**config.mk**
```make
export PLATFORM = sky130hd
export DESIGN_NAME = jstk_spi_ctrl
export DESIGN_NICKNAME = d
export VERILOG_FILES = /design/src/rtl/jstk_pkg.sv /design/src/rtl/spi_byte_shift.sv /design/src/rtl/jstk_spi_ctrl.sv
export SDC_FILE = /design/constraint.sdc
export NUM_CORES = 1
export LEC_CHECK = 0
export CORE_MARGIN = 1.5
export CORE_UTILIZATION = 55
export CTS_CLUSTER_SIZE = 25
export DETAILED_ROUTE_END_ITERATION = 8
export PLACE_DENSITY = 0.79
export SYNTH_ARGS = -nofsm -noshare
export SYNTH_HDL_FRONTEND = slang
export SYNTH_HIERARCHICAL = 1
export SYNTH_SLANG_ARGS = --single-unit
```
**constraint.sdc**
```tcl
create_clock -name clk -period 3.82 [get_ports clk]
set_clock_uncertainty 0.2 [all_clocks]
set_input_delay 0.764 -clock clk [delete_from_list [all_inputs] [get_ports clk]]
set_output_delay 0.764 -clock clk [all_outputs]
set_load 0.005 [all_outputs]
```
**src/rtl/jstk_pkg.sv**
```systemverilog
// Shared constants for the PmodJSTK SPI controller: FSM encoding, reply byte
// lanes and the centred-joystick reset value.
package jstk_pkg;

  typedef logic [2:0] state_t;

  localparam state_t ST_IDLE  = 3'd0;
  localparam state_t ST_SETUP = 3'd1;
  localparam state_t ST_SHIFT = 3'd2;
  localparam state_t ST_GAP   = 3'd3;
  localparam state_t ST_DONE  = 3'd4;

  localparam int NUM_BYTES = 5;

  localparam int X_LO = 0;
  localparam int X_HI = 1;
  localparam int Y_LO = 2;
  localparam int Y_HI = 3;
  localparam int BTN  = 4;

  // Centre position (512) on both axes, no buttons pressed.
  localparam logic [39:0] JSTK_RESET_DATA = 40'h00_02_00_02_00;

  // Byte 0 arrives first and lands in the top lane of the 40-bit reply.
  function automatic int lane_lsb(input int lane);
    return 8 * (NUM_BYTES - 1 - lane);
  endfunction

endpackage

```
**src/rtl/spi_byte_shift.sv**
```systemverilog
// One SPI mode-0 byte: drives sclk/mosi for 8 bits from a CLK_DIV half-period
// counter, samples miso on each sclk rising edge, flags the final falling edge.
module spi_byte_shift #(
  parameter int CLK_DIV = 50
) (
  input  logic       clk,
  input  logic       rst_n,
  input  logic       i_load,
  input  logic [7:0] i_tx_byte,
  input  logic       i_miso,
  output logic       o_sclk,
  output logic       o_mosi,
  output logic [7:0] o_rx_byte,
  output logic       o_byte_done
);

  localparam int CW = $clog2(CLK_DIV);
  localparam logic [CW-1:0] DIV_MAX = CW'(CLK_DIV - 1);

  logic          r_active;
  logic [CW-1:0] r_div;
  logic [2:0]    r_bit;
  logic [7:0]    r_tx;
  logic [7:0]    r_rx;
  logic          r_sclk;
  logic          r_mosi;
  logic          w_tick;

  assign w_tick      = r_active && (r_div == DIV_MAX);
  // Combinational so the caller can move on in the same cycle as the last edge.
  assign o_byte_done = w_tick && r_sclk && (r_bit == 3'd7);
  assign o_sclk      = r_sclk;
  assign o_mosi      = r_mosi;
  assign o_rx_byte   = r_rx;

  always_ff @(posedge clk or negedge rst_n) begin
    if (!rst_n) begin
      r_active <= 1'b0;
      r_div    <= '0;
      r_bit    <= '0;
      r_tx     <= '0;
      r_rx     <= '0;
      r_sclk   <= 1'b0;
      r_mosi   <= 1'b0;
    end else if (i_load) begin
      r_active <= 1'b1;
      r_div    <= '0;
      r_bit    <= '0;
      r_tx     <= {i_tx_byte[6:0], 1'b0};
      r_mosi   <= i_tx_byte[7];
      r_sclk   <= 1'b0;
    end else if (r_active) begin
      r_div <= w_tick ? '0 : r_div + 1'b1;
      if (w_tick) begin
        r_sclk <= ~r_sclk;
        if (!r_sclk) begin
          r_rx <= {r_rx[6:0], i_miso};
        end else begin
          r_bit  <= r_bit + 3'd1;
          r_mosi <= r_tx[7];
          r_tx   <= {r_tx[6:0], 1'b0};
          if (r_bit == 3'd7) begin
            r_active <= 1'b0;
            r_mosi   <= 1'b0;
          end
        end
      end
    end
  end

endmodule

```
**src/rtl/jstk_spi_ctrl.sv**
```systemverilog
// PmodJSTK SPI master: one 5-byte mode-0 transaction per start request, with
// the reply decoded into X/Y positions and button bits for the movement stage.
module jstk_spi_ctrl
  import jstk_pkg::*;
#(
  parameter int CLK_DIV  = 50,
  parameter int SS_SETUP = 1500,
  parameter int BYTE_GAP = 1000
) (
  input  logic        clk,
  input  logic        rst_n,
  input  logic        start,
  input  logic [7:0]  snd_data,
  input  logic        miso,
  output logic        ss,
  output logic        sclk,
  output logic        mosi,
  output logic [39:0] jstk_data,
  output logic [9:0]  x_pos,
  output logic [9:0]  y_pos,
  output logic [2:0]  buttons,
  output logic        busy,
  output logic        done
);

  localparam int TW = 16;
  localparam int BW = $clog2(NUM_BYTES);
  localparam int X_LO_LSB = lane_lsb(X_LO);
  localparam int X_HI_LSB = lane_lsb(X_HI);
  localparam int Y_LO_LSB = lane_lsb(Y_LO);
  localparam int Y_HI_LSB = lane_lsb(Y_HI);
  localparam int BTN_LSB  = lane_lsb(BTN);

  state_t        r_state;
  logic [TW-1:0] r_timer;
  logic [BW-1:0] r_byte;
  logic [7:0]    r_cmd;
  logic [31:0]   r_rx_acc;
  logic [39:0]   r_jstk;
  logic          r_ss;
  logic          r_done;

  logic          w_load;
  logic [7:0]    w_tx_byte;
  logic [7:0]    w_rx_byte;
  logic          w_byte_done;

  assign w_load = ((r_state == ST_SETUP) && (r_timer == TW'(SS_SETUP))) ||
                  ((r_state == ST_GAP)   && (r_timer == TW'(BYTE_GAP - 1)));
  assign w_tx_byte = (r_byte == '0) ? r_cmd : 8'h00;

  spi_byte_shift #(.CLK_DIV(CLK_DIV)) u_shift (
    .clk         (clk),
    .rst_n       (rst_n),
    .i_load      (w_load),
    .i_tx_byte   (w_tx_byte),
    .i_miso      (miso),
    .o_sclk      (sclk),
    .o_mosi      (mosi),
    .o_rx_byte   (w_rx_byte),
    .o_byte_done (w_byte_done)
  );

  always_ff @(posedge clk or negedge rst_n) begin
    if (!rst_n) begin
      r_state  <= ST_IDLE;
      r_timer  <= '0;
      r_byte   <= '0;
      r_cmd    <= '0;
      r_rx_acc <= '0;
      r_jstk   <= JSTK_RESET_DATA;
      r_ss     <= 1'b1;
      r_done   <= 1'b0;
    end else begin
      r_done <= 1'b0;
      case (r_state)
        ST_IDLE: begin
          if (start) begin
            r_state <= ST_SETUP;
            r_timer <= '0;
            r_byte  <= '0;
            r_cmd   <= snd_data;
          end
        end
        // ss drops one cycle after acceptance; the timer already counts that cycle.
        ST_SETUP: begin
          r_ss    <= 1'b0;
          r_timer <= r_timer + 1'b1;
          if (w_load) r_state <= ST_SHIFT;
        end
        ST_SHIFT: begin
          if (w_byte_done) begin
            if (r_byte == BW'(NUM_BYTES - 1)) begin
              r_state <= ST_DONE;
              r_ss    <= 1'b1;
              r_done  <= 1'b1;
              r_jstk  <= {r_rx_acc, w_rx_byte};
            end else begin
              r_state  <= ST_GAP;
              r_timer  <= '0;
              r_byte   <= r_byte + 1'b1;
              r_rx_acc <= {r_rx_acc[23:0], w_rx_byte};
            end
          end
        end
        ST_GAP: begin
          r_timer <= r_timer + 1'b1;
          if (w_load) r_state <= ST_SHIFT;
        end
        ST_DONE:  r_state <= ST_IDLE;
        default:  r_state <= ST_IDLE;
      endcase
    end
  end

  assign ss        = r_ss;
  assign done      = r_done;
  assign busy      = (r_state != ST_IDLE);
  assign jstk_data = r_jstk;
  assign x_pos     = {r_jstk[X_HI_LSB +: 2], r_jstk[X_LO_LSB +: 8]};
  assign y_pos     = {r_jstk[Y_HI_LSB +: 2], r_jstk[Y_LO_LSB +: 8]};
  assign buttons   = r_jstk[BTN_LSB +: 3];

endmodule

```
==> results of run 1 <==
power by group through the flow:
| stage | Combinational, uW | Sequential [uW] | Clock (uW) |
|---|---|---|---|
| floorplan | 32.0 | 1450 | 0 |
| global placement | 77.1 | 1460 | 0 |
| detailed placement | 79.8 | 1460 | 0 |
| CTS | 80.0 | 1440 | 1570 |
| global route | 90.2 | 1440 | 1630 |
| finish | 78.3 | 1440 | 1550 |
worst min path at each step:
stage	start	endpoint	slack, ps	cells past startpoint
after floorplan	rst_n	done	270	0
after global placement	r_cmd[0]	r_cmd[0]	280	1
after detailed placement	r_rx_acc[31]	jstk_data[39]	290	1
after CTS	rst_n	r_cmd[1]	30	1
after global routing	rst_n	r_cmd[5]	40	1
final	rst_n	u_shift/r_div[4]	30	1
stage by stage:
stage / setup WS (ps) / instance area [um2] / total power, uW
2_1_floorplan: 983 / 5840 / 1490
3_3_place_gp: 918 / 6580 / 1540
3_5_place_dp: 791 / 6580 / 1540
4_1_cts: 582 / 7150 / 3090
5_1_grt: 194 / 7150 / 3160
6_report: 539 / 7150 / 3070
sequential cells by signal, indices dropped and copies added, names as in the netlist:
register,cells
jstk_data,40
r_rx_acc,32
r_timer,16
r_cmd,8
u_shift/o_rx_byte,8
u_shift/r_tx,7
u_shift/r_div,6
r_byte,3
r_state,3
u_shift/r_bit,3
done,1
ss,1
u_shift/o_mosi,1
u_shift/o_sclk,1
u_shift/r_active,1
per-layer routing:
layer  part of all wire, %  vias to the layer above
met1                    42                     1928
met2                    51                      116
met3                   5.4                       17
li1                      -                     1746
met4                   1.4                        0
met5                     0                        -
Yosys cell counts (2+ instances only):
master and count:
a211o_1 3, inv_1 10, a211oi_1 2, ha_1 8, o211ai_1 2, xnor2_1 2
dfstp_2 3, nand2_1 21, buf_4 27, nor4_1 2, o21ai_0 21, nor2b_1 8
and3_1 3, clkbuf_1 12, nor3_1 6, a31oi_1 6, o31ai_1 2, nand4_1 8
xor2_1 10, nand3_1 11, nor2_1 18, or4b_2 2, a21oi_1 18, buf_2 2
or3_1 8, mux2_2 80, mux2_4 8, buf_6 3, o21bai_1 2, dfrtp_1 128
and2_1 9
layout make-up:
type / instances / area (um2) / area share, %
well taps: 136 / 170 / 2.38
clock inverters: 14 / 153 / 2.14
repair buffers: 86 / 853 / 11.9
flip-flops and latches: 131 / 3280 / 45.9
inverters: 10 / 37.5 / 0.525
clock buffers: 18 / 418 / 5.85
multi-input cells: 278 / 2230 / 31.3
placed cells by master (no fill, tap or decap), drive strengths merged, types with 2 or more instances in the layout:
master and count:
a211o 3, a211oi 2, a21oi 18, a31oi 6
and2 9, and3 3, buf 8, bufinv 2
clkbuf 18, clkdlybuf4s50 78, clkinv 4, clkinvlp 4
dfrtp 128, dfstp 3, ha 8, inv 14
mux2 88, nand2 21, nand3 11, nand4 8
nand4bb 2, nor2 18, nor2b 8, nor3 6
nor4 2, o211ai 2, o21ai 21, o21bai 2
o31ai 2, or3 8, or4 2, or4b 2
xnor2 2, xor2 10
kinds of logic (layout without fill, tap and decap cells):
group	Yosys count	after routing	synth area share (%)
xor+xnor	12	12	1.80
compound gates	64	64	6.64
buf+inv	54	128	5.64
flops	131	131	56.2
simple gates	105	105	10.3
fa+ha+maj	8	8	1.71
mux	89	89	17.7
==> flow_metrics.tcl, run 1 <==
set metrics [dict create \
    stdcell_count 673 \
    required_ps 4020 \
    use_met3_pct 6.32 \
    io_buffers 79 \
    area_delta_synth_final_pct 22.4 \
    share_seq_of_total_power_pct 46.9 \
    grt_remaining_overflow 0 \
    grt_use_total_pct 21.8 \
    final.setup.tns_ps 0 \
    timing.rr.end "r_byte[2]" \
    place_hpwl_um 7180 \
    yosysUniqueCellTypes 49 \
    synth_area_leaders "dfrtp_1, mux2_2, buf_4" \
    cts_tree "yes" \
    critPathTopFamily "simple AND/OR/NAND/NOR gates" \
    rr_startpoint "u_shift/r_div[1]" \
    critPathKind "reg2reg" \
    vias 3807 \
    crit_fanout 10 \
    initial_core_util_pct 56.6 \
    fillCellCount 710 \
    antenna_left 0 \
    path_buf_inv 1 \
    core_um2 10300 \
    grt_pass1_wl_um 19000 \
    io_pins 80 \
    cts_buffers 17 \
    startpoint_type "flip-flop" \
    async_flop_share_pct 100 \
    endpoint_kind "flip-flop" \
    dp.cells 641 \
    netlist_instances 463 \
    clk_latency_ps 520 \
    period_share_pct 85.9 \
    cts_setup_buffers 0 \
    worst_hold_path_type "in2async" \
    cap_violations 0 \
    slew_viol_final 0 \
    synthFlopType "dfrtp_1" \
    die_area_um2 11200 \
    p_sw_share_pct 22.5 \
    tightest_slew_ps 990 \
    hold_viol_final 0 \
    startpoint "u_shift/r_div[1]" \
    finish.utilization_pct 69.2 \
    drive_gt1_share_pct 26.1 \
    clkPwrFrac_pct 50.6 \
    ff2ff_path_depth 9 \
    cp.depth 9 \
    synth_seq_cells 131 \
    die_x_um 106 \
    clock-sinks 131 \
    syn-cell-area_um2 5840 \
    gr-usage-met1_pct 27.3 \
    gp_congestion 0.822 \
    synth_top_cell_by_area "dfrtp_1" \
    synth_edf_count 0 \
    cp.arrival_ps 3480 \
    status "complete, no violations" \
    synth_top_area_share_pct 54.9 \
    max-slew-margin-rel_pct 33.4 \
    p_sw_uw 689 \
    cellLeakagePower_uw 0.00332 \
    clkTransAtPathRegs_ps 60 \
    drc 0 \
    clockBufferDepth 2 \
    worst_ir_drop_vdd_mv 0.264 \
    grt_pass1_vias 3826 \
    wl_per_cell_um 17.0 \
    htree_levels 4 \
    rows 37 \
    ys_warn_count 6 \
    p_per_area_nw_per_um2 429 \
    ys_seq_area_share_pct 56.2 \
    viasPerCell 5.66 \
    pwr-share-comb_pct 2.6 \
    crit_slowest_cell "nor4_1" \
    reg2reg_slack_ps 540 \
    met2_usage_pct 36.2 \
    finalSetupViolCount 0 \
    internal_power_uw 2380 \
    cts_resized 0 \
    antenna_found_initial 0 \
    max_stage_delay_ps 850 \
    clock-root-buffer "clkbuf_8" \
    hold_buffers 0 \
    wirelength_um 11400 \
    rsz0062_at_grt "no" \
    die_h_um 106 \
    busiest_layer "met2" \
    drt_iter0_markers 161 \
    fin_crit_ps 3280 \
    drt_pass1_iterations 5 \
    syn_area_per_cell_um2 12.6 \
    endpoint "r_byte[2]" \
    finalNetCount 544 \
    grt_max_degree 68 \
    antenna_cells 0 \
    timing.hold.ws_ps 26.7 \
    postSynthNetCount 483 \
    fmax_mhz 305 \
    cp_cell_sequence "inv_1 -> ha_1 -> and3_1 -> and3_1 -> mux2i_1 -> nor4_1 -> o21ai_0 -> nand2_1 -> o21ai_0" \
]
No activity file was read; power rests on OpenSTA's default activity.
==> run 2, diff against run 1 <==
CORE_ASPECT_RATIO = 2   (was unset)
MAX_ROUTING_LAYER = met4   (was unset)
==> run 2 against run 1 <==
- first-iteration DRC count is 11% higher
- worst hold slack improved by 110 ps
- clock power up 6%
- sequential share of layout area fell by 0.26 points
- flip-flop and latch count did not move
- via count down 0.87%
- die area rose by 0.33%
- register-to-register slack better by 220 ps
==> flow_metrics.tcl, run 2 (same netlist as run 1, synthesis figures left out) <==
set metrics [dict create \
    grt_use_total_pct 23.4 \
    final_common_cell "dfrtp_1" \
    antenna_left 0 \
    p_per_area_nw_per_um2 440 \
    worst_hold_path_type "in2async" \
    endpoint_kind "flip-flop" \
    wl_per_cell_um 17.0 \
    cts_tree "yes" \
    slew_viol_final 0 \
    timing.hold.ws_ps 138 \
    viasPerCell 5.61 \
    cts_resized 0 \
    cap_violations 0 \
    finalSetupViolCount 0 \
    vias 3774 \
    timing.rr.end "u_shift/r_div[5]" \
    htree_levels 4 \
    rr_startpoint "r_timer[0]" \
    antenna_found_initial 0 \
    die_x_um 75.9 \
    clockBufferDepth 2 \
    rsz0062_at_grt "no" \
    fillCellCount 755 \
    cts_setup_buffers 0 \
    fmax_mhz 327 \
    grt_max_degree 60 \
    drc 0 \
    ff2ff_path_depth 8 \
    grt_pass1_wl_um 19100 \
    reg2reg_slack_ps 760 \
    layout_common_cells "dfrtp_1, mux2_2, clkdlybuf4s50_1, nand2_1, o21ai_0" \
    critPathKind "reg2reg" \
    required_ps 3960 \
    crit_fanout 11 \
    drt_pass1_iterations 4 \
    dpl_cell_area_um2 6580 \
    hold_viol_final 0 \
    finalNetCount 543 \
    period_share_pct 80.1 \
    clk_latency_ps 420 \
    worst_ir_drop_vdd_mv 0.360 \
    io_buffers 79 \
    die_h_um 149 \
    drive_gt1_share_pct 25.6 \
    cellLeakagePower_uw 0.00334 \
    grt_pass1_vias 3876 \
    core_um2 10400 \
    gp_congestion 0.885 \
    max-slew-margin-rel_pct 36.2 \
    fin_area_um2 7190 \
    dp.cells 641 \
    io_pins 80 \
    area_delta_synth_final_pct 23.1 \
    drt_iter0_markers 178 \
    clock-sinks 131 \
    stdcell_count 673 \
    die_area_um2 11300 \
    cp.arrival_ps 3200 \
    largest_reg_flops 40 \
    grt_remaining_overflow 0 \
    hold_buffers 0 \
    cts_buffers 17 \
    clkTransAtPathRegs_ps 60 \
    place_hpwl_um 7690 \
    tightest_slew_ps 948 \
    clock-root-buffer "clkbuf_16" \
    initial_core_util_pct 56.1 \
    antenna_cells 0 \
    wirelength_um 11400 \
    status "complete, no violations" \
    rows 53 \
    startpoint_type "flip-flop" \
    final.setup.tns_ps 0 \
    fin_crit_ps 3060 \
]
[run 2: area by class of cell]
class	instances	area [um2]	area share, %
Timing Repair Buffer	85	858	11.9
Tap cell	137	171	2.38
Clock inverter	11	154	2.14
Multi-Input combinational cell	278	2230	31.1
Sequential cell	131	3280	45.7
Inverter	10	37.5	0.522
Clock buffer	21	450	6.27
[run 2: critical path, stage by stage (launching register included)]
cell      delay [ps]
dfrtp_1          450
ha_1             220
nand4_1          110
or4b_2           650
nor3_1           240
o211a_1          420
o211ai_1         180
or3_1            370
a21oi_1          150
[run 2: worst max-delay path by stage]
stage | depth (start not counted) | to | from | slack, ps
final | 8 | u_shift/r_div[5] | r_timer[0] | 760
after global routing | 8 | u_shift/r_div[5] | r_timer[0] | 590
after CTS | 8 | u_shift/r_div[5] | r_timer[0] | 760
after detailed placement | 8 | u_shift/r_div[5] | r_timer[0] | 760
after global placement | 7 | u_shift/o_rx_byte[1] | r_timer[0] | 800
after floorplan | 11 | r_timer[10] | u_shift/r_div[1] | 980
[run 2: layer usage]
metal	global-route usage (%)	wire [um]
met4	11.5	316
met3	4.74	374
met5	-	0
met1	26.0	4390
met2	38.8	6350
[run 2: per-stage QoR]
step	worst slack [ps]	utilization, %	total power (uW)
2_1_floorplan	983	-	1490
3_3_place_gp	796	63.2	1540
3_5_place_dp	763	63.2	1540
4_1_cts	763	69.0	3180
5_1_grt	585	69.0	3270
6_report	760	69.0	3160
[run 2: power breakdown]
group / internal (uW) / switching (uW)
sequential: 1410 / 27.7
clock: 1050 / 596
combinational: 31.7 / 47.0
==> run 3, diff against run 2 <==
CORE_UTILIZATION = 49   (was 55)
PLACE_DENSITY = 0.74   (was 0.79)
clock period = 2.5 ns   (was 3.82 ns; I/O delays follow)
==> run 3 against run 2 <==
- global-route usage shrank 0.83 points
- fmax increased by 24%
- sequential share of layout area is 2.3 points lower
- critical path type unchanged
- first-iteration DRC count increased by 11%
- die area is 12% higher
- cell count rose by 6.2%
- utilization decreased by 4.3 points
- register-to-register slack got worse by 720 ps
==> flow_metrics.tcl, run 3 (same netlist as run 1, synthesis figures left out) <==
set metrics [dict create \
    io_pins 80 \
    place_hpwl_um 8720 \
    rr_startpoint "u_shift/r_div[1]" \
    cp_cell_sequence "inv_2 -> ha_4 -> and3_4 -> and3_4 -> mux2i_4 -> a211o_1 -> buf_6 -> or3_1 -> a21oi_2" \
    startpoint_type "flip-flop" \
    holdPathStages 1 \
    clockBufferDepth 2 \
    antenna_found_initial 0 \
    grt_max_degree 46 \
    finalSetupViolCount 0 \
    final_common_cell "dfrtp_1" \
    finalPower_uw 4900 \
    dp.cells 676 \
    fin_crit_ps 2460 \
    wl_per_cell_um 17.9 \
    slew_viol_final 0 \
    largest_reg_flops 40 \
    hold_viol_final 0 \
    htree_levels 4 \
    clkPwrFrac_pct 51.6 \
    die_x_um 80.2 \
    internal_power_uw 3770 \
    ff2ff_path_depth 9 \
    vias 3916 \
    cp.arrival_ps 2610 \
    tightest_slew_ps 595 \
    wirelength_um 12800 \
    grt_pass1_wl_um 20900 \
    clkTransAtPathRegs_ps 60 \
    area_delta_synth_final_pct 29.7 \
    viasPerCell 5.48 \
    grt_remaining_overflow 0 \
    die_area_um2 12600 \
    stdcell_count 715 \
    min_to "jstk_data[35]" \
    core_um2 11700 \
    clock-sinks 131 \
    p_per_area_nw_per_um2 647 \
    layout_common_cells "dfrtp_1, mux2_2, clkdlybuf4s50_1, buf_4" \
    rows 56 \
    clock-root-buffer "clkbuf_16" \
    clk_latency_ps 410 \
    die_h_um 157 \
    period_share_pct 98.5 \
    endpoint_kind "flip-flop" \
    fmax_mhz 406 \
    crit_fanout 8 \
    antenna_cells 0 \
    initial_core_util_pct 49.9 \
    io_buffers 79 \
    drive_gt1_share_pct 32.6 \
    crit_slowest_cell "dfrtp_2" \
    timing.rr.end "r_timer[3]" \
    antenna_left 0 \
    cts_buffers 17 \
    max-slew-margin-rel_pct 60.3 \
    p_sw_share_pct 23.1 \
    worst_hold_path_type "reg2reg" \
    gp_congestion 0.870 \
    drc 0 \
    drt_iter0_markers 197 \
    drt_pass1_iterations 4 \
    required_ps 2640 \
    fillCellCount 870 \
    reg2reg_slack_ps 40 \
    worst_ir_drop_vdd_mv 0.514 \
    cts_tree "yes" \
    cellLeakagePower_uw 0.00352 \
    status "complete, no violations" \
    crit_top_cell "and3_4" \
    grt_use_total_pct 22.6 \
    hold_start "r_rx_acc[27]" \
    critPathKind "reg2reg" \
    share_seq_of_total_power_pct 44.5 \
    max_stage_delay_ps 440 \
    timing.hold.ws_ps 302 \
    finalNetCount 577 \
    grt_pass1_vias 4112 \
    p_sw_uw 1130 \
    cap_violations 0 \
    pwr-share-comb_pct 3.8 \
]
## run 3: power by group through the flow
stage / Sequential (uW) / Combinational, uW / Clock (uW)
floorplan: 2220 / 50.6 / 0
global placement: 2220 / 188 / 0
detailed placement: 2220 / 189 / 0
CTS: 2180 / 191 / 2580
global route: 2190 / 207 / 2680
finish: 2180 / 188 / 2530
## run 3: worst max path at each step
stage,endpoint,slack (ps),startpoint
floorplan,r_timer[10],-4,u_shift/r_div[1]
global placement,u_shift/o_rx_byte[1],30,r_timer[1]
detailed placement,u_shift/o_rx_byte[2],2,r_timer[1]
CTS,u_shift/o_rx_byte[5],20,r_timer[9]
global route,r_timer[3],-20,u_shift/r_div[1]
finish,r_timer[3],40,u_shift/r_div[1]
## run 3: per-layer routing
metal	routed length [um]	vias to the layer above	global-route usage [%]
li1	-	1813	-
met1	4780	2013	23.1
met2	7490	69	41.4
met3	305	21	4.46
met4	235	0	8.78
met5	0	-	-
## run 3: final cells by class
class | count | area [um2] | share of cell area (%)
repair buffers | 119 | 1170 | 15.4
multi-input cells | 278 | 2300 | 30.3
well taps | 145 | 181 | 2.40
flip-flops and latches | 131 | 3290 | 43.4
inverters | 10 | 37.5 | 0.496
clock inverters | 14 | 168 | 2.21
clock buffers | 18 | 439 | 5.80
## run 3: critical path, delay by kind of cell, from the launching register on
family          cells  cell delay [ps]
compound gates      2              490
fa+ha+maj           1              140
buf+inv             2              240
flops               1              440
mux                 1              100
simple gates        3              770
## run 3: repair_timing
item                       4_1_cts  5_1_grt
resized for setup                0        9
hold buffers                     1        0
hold endpoints to repair        41        0
gates cloned                     0        0
pin swaps                        1        4
buffers inserted                 1        5
setup endpoints to repair        9       15
## run 3: through the flow
| stage | TNS, ps | setup WS [ps] | utilization (%) | instance area, um2 |
|---|---|---|---|---|
| CTS | 0 | 16.4 | 64.1 | 7510 |
| floorplan | -3.86 | -3.86 | - | 5910 |
| global placement | 0 | 29.8 | 58.8 | 6880 |
| finish | 0 | 37.3 | 64.7 | 7570 |
| detailed placement | 0 | 2.13 | 58.8 | 6880 |
| global route | -24.8 | -22.6 | 64.7 | 7570 |
